**src/rtl/pixel_timing_gen_if.sv**
```systemverilog
// Control and raster-status bundle between the pixel timing generator and its user.
// The slave side is the generator; the master side programs the ratio and consumes the raster.
interface pixel_timing_gen_if #(
   parameter int NUM_W = 8,
   parameter int CNT_W = 11
);
   logic             enable;
   logic [NUM_W-1:0] ratio_num;
   logic [NUM_W-1:0] ratio_den;
   logic             flag_pixel;
   logic [CNT_W-1:0] h_count;
   logic [CNT_W-1:0] v_count;
   logic             hsync;
   logic             vsync;
   logic             active_video;
   logic             line_end;
   logic             frame_start;
   logic             config_err;

   modport master (
      output enable, ratio_num, ratio_den,
      input  flag_pixel, h_count, v_count, hsync, vsync,
             active_video, line_end, frame_start, config_err
   );

   modport slave (
      input  enable, ratio_num, ratio_den,
      output flag_pixel, h_count, v_count, hsync, vsync,
             active_video, line_end, frame_start, config_err
   );
endinterface

```
**src/rtl/pixel_timing_gen.sv**
```systemverilog
// Fractional pixel strobe (phase accumulator) with horizontal/vertical raster counters
// and sync/active/line/frame decode, all on the fast clock.
module pixel_timing_gen #(
   parameter int NUM_W        = 8,
   parameter int CNT_W        = 11,
   parameter int H_ACTIVE     = 640,
   parameter int H_SYNC_START = 656,
   parameter int H_SYNC_END   = 752,
   parameter int H_TOTAL      = 800,
   parameter int V_ACTIVE     = 480,
   parameter int V_SYNC_START = 490,
   parameter int V_SYNC_END   = 492,
   parameter int V_TOTAL      = 525,
   parameter bit SYNC_POL     = 1'b0
) (
   input logic               clk,
   input logic               n_rst,
   pixel_timing_gen_if.slave bus
);

   localparam logic [CNT_W-1:0] H_ACT_C   = CNT_W'(H_ACTIVE);
   localparam logic [CNT_W-1:0] H_SS_C    = CNT_W'(H_SYNC_START);
   localparam logic [CNT_W-1:0] H_SE_C    = CNT_W'(H_SYNC_END);
   localparam logic [CNT_W-1:0] H_LAST_C  = CNT_W'(H_TOTAL - 1);
   localparam logic [CNT_W-1:0] V_ACT_C   = CNT_W'(V_ACTIVE);
   localparam logic [CNT_W-1:0] V_SS_C    = CNT_W'(V_SYNC_START);
   localparam logic [CNT_W-1:0] V_SE_C    = CNT_W'(V_SYNC_END);
   localparam logic [CNT_W-1:0] V_LAST_C  = CNT_W'(V_TOTAL - 1);

   logic [NUM_W-1:0] num_q;
   logic [NUM_W-1:0] den_q;
   logic [NUM_W:0]   acc;
   logic [NUM_W:0]   sum;
   logic             flag_q;
   logic [CNT_W-1:0] h_q;
   logic [CNT_W-1:0] v_q;
   logic             cfg_bad;
   logic             h_in_sync;
   logic             v_in_sync;

   // acc stays below den_q, so the extra bit is enough to hold acc + num_q
   assign sum     = acc + {1'b0, num_q};
   assign cfg_bad = (num_q == '0) || (num_q > den_q);

   always_ff @(posedge clk) begin
      if (!n_rst) begin
         acc    <= '0;
         flag_q <= 1'b0;
         h_q    <= '0;
         v_q    <= '0;
         num_q  <= NUM_W'(1);
         den_q  <= NUM_W'(1);
      end else if (!bus.enable) begin
         acc    <= '0;
         flag_q <= 1'b0;
         h_q    <= '0;
         v_q    <= '0;
         num_q  <= bus.ratio_num;
         den_q  <= bus.ratio_den;
      end else if (cfg_bad) begin
         flag_q <= 1'b0;
      end else begin
         if (sum >= {1'b0, den_q}) begin
            acc    <= sum - {1'b0, den_q};
            flag_q <= 1'b1;
         end else begin
            acc    <= sum;
            flag_q <= 1'b0;
         end
         // The counters name the pixel currently strobed, so they step after the strobe
         if (flag_q) begin
            if (h_q == H_LAST_C) begin
               h_q <= '0;
               v_q <= (v_q == V_LAST_C) ? '0 : v_q + 1'b1;
            end else begin
               h_q <= h_q + 1'b1;
            end
         end
      end
   end

   assign h_in_sync = (h_q >= H_SS_C) && (h_q < H_SE_C);
   assign v_in_sync = (v_q >= V_SS_C) && (v_q < V_SE_C);

   assign bus.flag_pixel   = flag_q;
   assign bus.h_count      = h_q;
   assign bus.v_count      = v_q;
   assign bus.hsync        = h_in_sync ? SYNC_POL : ~SYNC_POL;
   assign bus.vsync        = v_in_sync ? SYNC_POL : ~SYNC_POL;
   assign bus.active_video = (h_q < H_ACT_C) && (v_q < V_ACT_C);
   assign bus.line_end     = flag_q && (h_q == H_LAST_C);
   assign bus.frame_start  = flag_q && (h_q == '0) && (v_q == '0);
   assign bus.config_err   = cfg_bad;

endmodule

```
**src/flat_wrapper.sv**
```systemverilog
// flat-port wrapper written by rule: the top's interface ports become plain ports
module pixel_timing_gen_flat 
#(
   parameter int NUM_W        = 8,
   parameter int CNT_W        = 11,
   parameter int H_ACTIVE     = 640,
   parameter int H_SYNC_START = 656,
   parameter int H_SYNC_END   = 752,
   parameter int H_TOTAL      = 800,
   parameter int V_ACTIVE     = 480,
   parameter int V_SYNC_START = 490,
   parameter int V_SYNC_END   = 492,
   parameter int V_TOTAL      = 525,
   parameter bit SYNC_POL     = 1'b0
)
  (clk, n_rst, bus_enable, bus_ratio_num, bus_ratio_den, bus_flag_pixel, bus_h_count, bus_v_count, bus_hsync, bus_vsync, bus_active_video, bus_line_end, bus_frame_start, bus_config_err);
  pixel_timing_gen_if #(.NUM_W(NUM_W), .CNT_W(CNT_W)) bus_i ();
  input logic clk;
  input logic n_rst;
  input wire logic [$bits(bus_i.enable)-1:0] bus_enable;
  input wire logic [$bits(bus_i.ratio_num)-1:0] bus_ratio_num;
  input wire logic [$bits(bus_i.ratio_den)-1:0] bus_ratio_den;
  output wire logic [$bits(bus_i.flag_pixel)-1:0] bus_flag_pixel;
  output wire logic [$bits(bus_i.h_count)-1:0] bus_h_count;
  output wire logic [$bits(bus_i.v_count)-1:0] bus_v_count;
  output wire logic [$bits(bus_i.hsync)-1:0] bus_hsync;
  output wire logic [$bits(bus_i.vsync)-1:0] bus_vsync;
  output wire logic [$bits(bus_i.active_video)-1:0] bus_active_video;
  output wire logic [$bits(bus_i.line_end)-1:0] bus_line_end;
  output wire logic [$bits(bus_i.frame_start)-1:0] bus_frame_start;
  output wire logic [$bits(bus_i.config_err)-1:0] bus_config_err;
  assign bus_i.enable = bus_enable;
  assign bus_i.ratio_num = bus_ratio_num;
  assign bus_i.ratio_den = bus_ratio_den;
  assign bus_flag_pixel = bus_i.flag_pixel;
  assign bus_h_count = bus_i.h_count;
  assign bus_v_count = bus_i.v_count;
  assign bus_hsync = bus_i.hsync;
  assign bus_vsync = bus_i.vsync;
  assign bus_active_video = bus_i.active_video;
  assign bus_line_end = bus_i.line_end;
  assign bus_frame_start = bus_i.frame_start;
  assign bus_config_err = bus_i.config_err;
  pixel_timing_gen #(.NUM_W(NUM_W), .CNT_W(CNT_W), .H_ACTIVE(H_ACTIVE), .H_SYNC_START(H_SYNC_START), .H_SYNC_END(H_SYNC_END), .H_TOTAL(H_TOTAL), .V_ACTIVE(V_ACTIVE), .V_SYNC_START(V_SYNC_START), .V_SYNC_END(V_SYNC_END), .V_TOTAL(V_TOTAL), .SYNC_POL(SYNC_POL)) u_core (.clk(clk), .n_rst(n_rst), .bus(bus_i));
endmodule
```
**config.mk**
```make
export PLATFORM = sky130hd
export DESIGN_NAME = pixel_timing_gen_flat
export DESIGN_NICKNAME = d
export VERILOG_FILES = /design/src/rtl/pixel_timing_gen_if.sv /design/src/rtl/pixel_timing_gen.sv /design/src/flat_wrapper.sv
export SDC_FILE = /design/constraint.sdc
export NUM_CORES = 1
export LEC_CHECK = 0
export BUFFER_PORTS_ARGS = -buffer_cell sky130_fd_sc_hd__buf_2
export CORE_AREA = 2 2 78 80
export CTS_BUF_LIST = sky130_fd_sc_hd__clkbuf_4
export CTS_CLUSTER_DIAMETER = 40
export DETAILED_ROUTE_END_ITERATION = 7
export DIE_AREA = 0 0 80 82
export GPL_ROUTABILITY_DRIVEN = 0
export PLACE_DENSITY = 0.81
export SYNTH_ARGS = -nofsm -noshare
export SYNTH_HDL_FRONTEND = slang
export SYNTH_SLANG_ARGS = --single-unit
```
**constraint.sdc**
```tcl
create_clock -name clk -period 6.46 [get_ports clk]
set_clock_uncertainty 0.1 [all_clocks]
set_input_delay 0.646 -clock clk [delete_from_list [all_inputs] [get_ports clk]]
set_output_delay 0.646 -clock clk [all_outputs]
set_load 0.1 [all_outputs]
```
==> flow_summary.toml, run 1 <==
[status]
outcome = "complete, no violations"

[worst_hold_path]
holdCritStartpoint = "bus_ratio_den[0]"
hold_depth = 3
min_path_type = "primary input to flip-flop"
worstHoldEndpoint = "u_core.den_q[0]"

[floorplanning]
initial_utilization_pct = 58.04
row_count = 28
dieArea_um2 = 6560
dieWidth_um = 80
io_pins = 48
core_area_um2 = 5746
dieHeight_um = 82

[setup_path]
worstSetupEndpointType = "flip-flop"
cpMaxStageDelayCell = "o211ai_1"
worst-path-max-fanout = 16
r2r-start = "u_core.num_q[0]"
reg2reg_to = "u_core.acc[2]"
slowest_delay_ns = 0.89
critPathArrivalTime_ns = 4.28
crit_path_start = "u_core.num_q[0]"
rrSetupSlack_ns = 2.34
worstRegToRegCells = 11
cp-start-kind = "flip-flop"
crit_chain = "ha_1 > fa_1 > a211oi_1 > o21ai_0 > xor2_1 > ha_1 > or4_1 > o211ai_1 > a21boi_0 > mux2i_1 > o21ai_0"
required_ns = 6.62
critical_path_class = "flip-flop to flip-flop"

[grt]
grt_pass1_wl_mm = 13.19
grt_pass1_vias = 2838
grt_use_total_pct = 25.41
grt_max_degree = 23
antenna_found_initial = 0
gr-total-overflow = 0

[timing]
slew-limit-headroom_pct = 25.38
worst_pin_slew_ns = 1.114
post-route-period-util_pct = 63.73
finalHoldViolCount = 0
setup_viol = 0
rsz0062_at_grt = "no"
fin_crit_ns = 4.117
slew_violations = 0
fin_setup_tns_ns = 0
max_freq_ghz = 0.2429

[power_and_ir_drop]
p_leak_nw = 1.514
totalPowerFinal_mw = 0.8679
ir_worst_vdd_mv = 0.1723
power_density_nw_per_um2 = 239.0

[yosys]
synth_seq_area_share_pct = 28.82
syn_avg_cell_area_um2 = 8.420
synth_seq_cells = 48
synthArstFlopShare_pct = 0
synth_edf_count = 0
netlist_area_um2 = 3334
syn_inst = 396
ys_warn_count = 0
syn_nets = 445
synth_top_flop_cell = "dfxtp_1"
synth_cell_types = 57

[route]
wl_met3_um = 309
wirelength_mm = 7.990
vias_per_cell = 6.073
top_layer_used = "met4"
vias = 3091
drt_iter0_drc = 210
wl_met1_mm = 3.592
antenna_left = 0
wl_per_cell_um = 15.70
drc = 0
drtPass1Iterations = 4
dr_wl_met2_mm = 3.881

[final_layout]
fillCellCount = 503
area_growth_syn_to_layout_pct = 8.893
layout_common_cells = "dfxtp_1, buf_2, a21oi_1, ha_1, nand2_1"
n_antenna_cell = 0
nets = 483
fin_cells = 509
layout_commonest_cell = "dfxtp_1"
drive_gt1_share_pct = 14.98

[clock_tree]
cts_buffers = 5
clockRootBuffer = "clkbuf_4"
cts.path.max_buffers = 2
clock-sinks = 48
post_cts_buffers = 0
clk_latency_ns = 0.39
cts_resized = 0
clk_pin_slew_ns = 0.12
cts_tree = "done"
cts.htree.levels = 2
hold_buffers = 0

[run]
cap_violations = 0

[placement]
dp_hpwl_mm = 6.004
io_buffers = 47
dp_cells = 502
stage by stage:
stage                     instance area (µm²)  setup WS [ns]  hold WS [ns]  util (%)
after global routing                     3631          2.118        0.3865     63.20
final                                    3631          2.343        0.3926     63.20
after CTS                                3631          2.368        0.3858     63.20
after global placement                   3581          2.525        0.3784     62.33
after detailed placement                 3581          2.391        0.3886     62.33
after floorplan                          3334          1.311        0.3508         -
flip-flops by register name (all words and copies together), names as in the netlist:
name and count:
u_core.bus.h_count 11, u_core.acc 9, u_core.bus.v_count 11, u_core.bus.flag_pixel 1
u_core.num_q 8, u_core.den_q 8
cell type report:
| class | count | area [µm²] | share of cell area [%] |
|---|---|---|---|
| multi-input cells | 311 | 2212 | 60.92 |
| repair buffers | 47 | 235.2 | 6.478 |
| well taps | 75 | 93.84 | 2.584 |
| clock buffers | 5 | 37.54 | 1.034 |
| clock inverters | 2 | 12.51 | 0.3446 |
| flip-flops and latches | 48 | 960.9 | 26.46 |
| inverters | 21 | 78.83 | 2.171 |
critical path, delay by kind of cell (launching register included):
family                   cells  cell delay (ns)
AO/OA/AOI/OAI                5             1.70
XOR/XNOR                     1             0.20
AND/OR/NAND/NOR              1             0.49
multiplexers                 1             0.21
flip-flops                   1             0.36
adder cells (fa/ha/maj)      3             0.95
metal layers:
layer | global-route usage (%) | vias to the layer above
li1 | - | 1539
met1 | 31.60 | 1455
met2 | 45.00 | 80
met3 | 3.297 | 17
met4 | 9.322 | 0
met5 | 0 | -
how the worst max path moves through the flow:
| stage | end | slack, ns | depth (start not counted) |
|---|---|---|---|
| 2_1_floorplan | bus_frame_start | 1.31 | 3 |
| 3_3_place_gp | u_core.acc[2] | 2.53 | 11 |
| 3_5_place_dp | u_core.acc[2] | 2.39 | 11 |
| 4_1_cts | u_core.acc[2] | 2.37 | 11 |
| 5_1_grt | u_core.acc[2] | 2.12 | 11 |
| 6_report | u_core.acc[2] | 2.34 | 11 |
synth_stat cells (3+ instances only):
cell / count / area [µm²]
dfxtp_1: 48 / 960.9
a21oi_1: 29 / 145.1
ha_1: 28 / 350.3
nand2_1: 26 / 97.59
inv_1: 20 / 75.07
o21ai_0: 20 / 100.1
mux2i_1: 19 / 190.2
nor2_1: 19 / 71.32
nor2b_1: 18 / 112.6
nand3_1: 16 / 80.08
nand4_1: 14 / 87.58
o21a_1: 11 / 82.58
clkbuf_1: 9 / 33.78
or3_1: 9 / 56.30
xnor2_1: 9 / 78.83
o211ai_1: 8 / 60.06
and3_1: 7 / 43.79
nor3_1: 7 / 35.03
nor4_1: 7 / 43.79
o31a_1: 5 / 43.79
or4_1: 5 / 37.54
a21o_1: 4 / 30.03
o31ai_1: 4 / 30.03
xor2_1: 4 / 35.03
a31oi_1: 3 / 18.77
and2_1: 3 / 18.77
buf_2: 3 / 15.01
nand2b_1: 3 / 18.77
kinds of logic after synthesis:
logic type	Yosys count	share of synthesized area [%]
AND/OR/NAND/NOR	148	25.78
buffers and inverters	37	4.840
flip-flops	48	28.82
multiplexers	19	5.703
AO/OA/AOI/OAI	101	19.74
adder cells (fa/ha/maj)	30	11.71
XOR/XNOR	13	3.415
where the power goes:
part / switching, mW / internal, mW / total (mW)
clock network: 0.101 / 0.0401 / 0.141
logic: 0.244 / 0.152 / 0.397
registers: 0.0167 / 0.314 / 0.330
No activity file was read; power rests on OpenSTA's default activity.
==> run 2, diff against run 1 <==
- CORE_AREA: 2 2 78 80 -> 2 2 82 84
- DIE_AREA: 0 0 80 82 -> 0 0 84 86
- PLACE_DENSITY: 0.81 -> 0.77
- clock period: 6.46 -> 3.5 ns (I/O delays scaled with it)
==> flow_summary.toml, run 2 (same netlist as run 1, synthesis figures left out) <==
[timing]
fin_crit_ns = 3.325
post-route-period-util_pct = 95.00
worst_pin_slew_ns = 0.8190
slew-limit-headroom_pct = 45.03
setup_viol = 0
hold_slack_ns = 0.08930
finalHoldViolCount = 0
slew_violations = 0
max_freq_ghz = 0.3008
fin_setup_tns_ns = 0

[grt]
grt_max_degree = 23
gr-total-overflow = 0
grt_use_total_pct = 23.38
grt_pass1_vias = 2986
antenna_found_initial = 0
grt_pass1_wl_mm = 13.90

[setup_path]
r2r-start = "u_core.num_q[0]"
required_ns = 3.68
worstSetupEndpointType = "flip-flop"
rrSetupSlack_ns = 0.18
critical_path_class = "flip-flop to flip-flop"
worstRegToRegCells = 11
worst-path-max-fanout = 8
reg2reg_to = "u_core.acc[5]"
critPathArrivalTime_ns = 3.50
cp-start-kind = "flip-flop"

[floorplanning]
io_pins = 48
row_count = 29
initial_utilization_pct = 53.12
core_area_um2 = 6277
dieHeight_um = 86
dieArea_um2 = 7224
dieWidth_um = 84

[route]
wirelength_mm = 8.173
vias_per_cell = 5.952
drt_iter0_drc = 287
drc = 0
antenna_left = 0
vias = 3119
drtPass1Iterations = 4
wl_per_cell_um = 15.60

[clock_tree]
clock-sinks = 48
clockRootBuffer = "clkbuf_4"
cts_buffers = 5
clk_latency_ns = 0.37
clk_pin_slew_ns = 0.14
cts_tree = "done"
cts.path.max_buffers = 2
cts.htree.levels = 2

[final_layout]
nets = 496
layout_common_cells = "buf_2, dfxtp_1, a21oi_1, ha_1, nand2_1"
drive_gt1_share_pct = 19.02
area_growth_syn_to_layout_pct = 14.97
n_antenna_cell = 0

[worst_hold_path]
min_path_type = "primary input to flip-flop"
hold_depth = 3
worstHoldEndpoint = "u_core.num_q[0]"
holdCritStartpoint = "bus_ratio_num[0]"

[power_and_ir_drop]
ir_worst_vdd_mv = 0.3338
p_leak_nw = 1.623
power_density_nw_per_um2 = 482.2

[placement]
dp_hpwl_mm = 6.175
io_buffers = 47

[status]
outcome = "complete, no violations"

[run]
cap_violations = 0
## run 2: stage by stage
step | std cells | area [µm²] | setup WS [ns] | total power [mW] | util (%)
4_1_cts | 522 | 3779 | 0.05423 | 1.799 | 60.20
6_report | 524 | 3834 | 0.1751 | 1.849 | 61.07
3_5_place_dp | 515 | 3681 | 0.09304 | 1.392 | 58.64
5_1_grt | 524 | 3834 | -0.01766 | 1.972 | 61.07
3_3_place_gp | 515 | 3681 | 0.1877 | 1.372 | 58.64
2_1_floorplan | 396 | 3349 | 0.1689 | 1.207 | -
## run 2: where the power goes
| part | leakage [nW] | switching (mW) | total [mW] | internal, mW |
|---|---|---|---|---|
| clock | 0.0513 | 0.185 | 0.404 | 0.219 |
| sequential | 0.391 | 0.0322 | 0.611 | 0.579 |
| combinational | 1.18 | 0.470 | 0.834 | 0.364 |
## run 2: worst max-delay path by stage
stage,start,endpoint,slack (ns),cells past startpoint
after floorplan,u_core.num_q[0],u_core.acc[6],0.17,11
after CTS,u_core.num_q[0],u_core.acc[3],0.05,13
final,u_core.num_q[0],u_core.acc[5],0.18,11
after global routing,u_core.num_q[0],u_core.acc[2],-0.02,11
after global placement,u_core.num_q[0],u_core.acc[2],0.19,11
after detailed placement,u_core.num_q[0],u_core.acc[3],0.09,13
## run 2: routing by layer
metal  up-vias  global-route usage (%)  share of wire [%]
li1       1564                       -                  -
met1      1454                   30.43                 45
met2        92                   40.58                 48
met3         9                   3.561                5.3
met4         0                   6.305                1.4
met5         -                       0                  0
## run 2: layout make-up
class	count	area [µm²]
fillers	572	2444
well taps	77	96.34
multi-input cells	311	2253
clock inverters	2	60.06
repair buffers	60	345.3
flip-flops and latches	48	962.2
clock buffers	5	37.54
inverters	21	78.83
## run 2: repair_timing
action | in CTS | in global routing
endpoints found under the setup margin | 0 | 9
resized for setup | 0 | 8
hold buffers | 0 | 0
setup buffers | 0 | 2
## run 2: worst max-delay path, cell delays in order (launching register included)
cell      delay, ns
dfxtp_1        0.36
ha_1           0.23
fa_2           0.43
a21o_1         0.17
a21oi_1        0.17
xnor2_1        0.10
ha_1           0.24
or4_1          0.57
o211ai_1       0.29
buf_4          0.21
a211oi_1       0.08
o31a_1         0.28
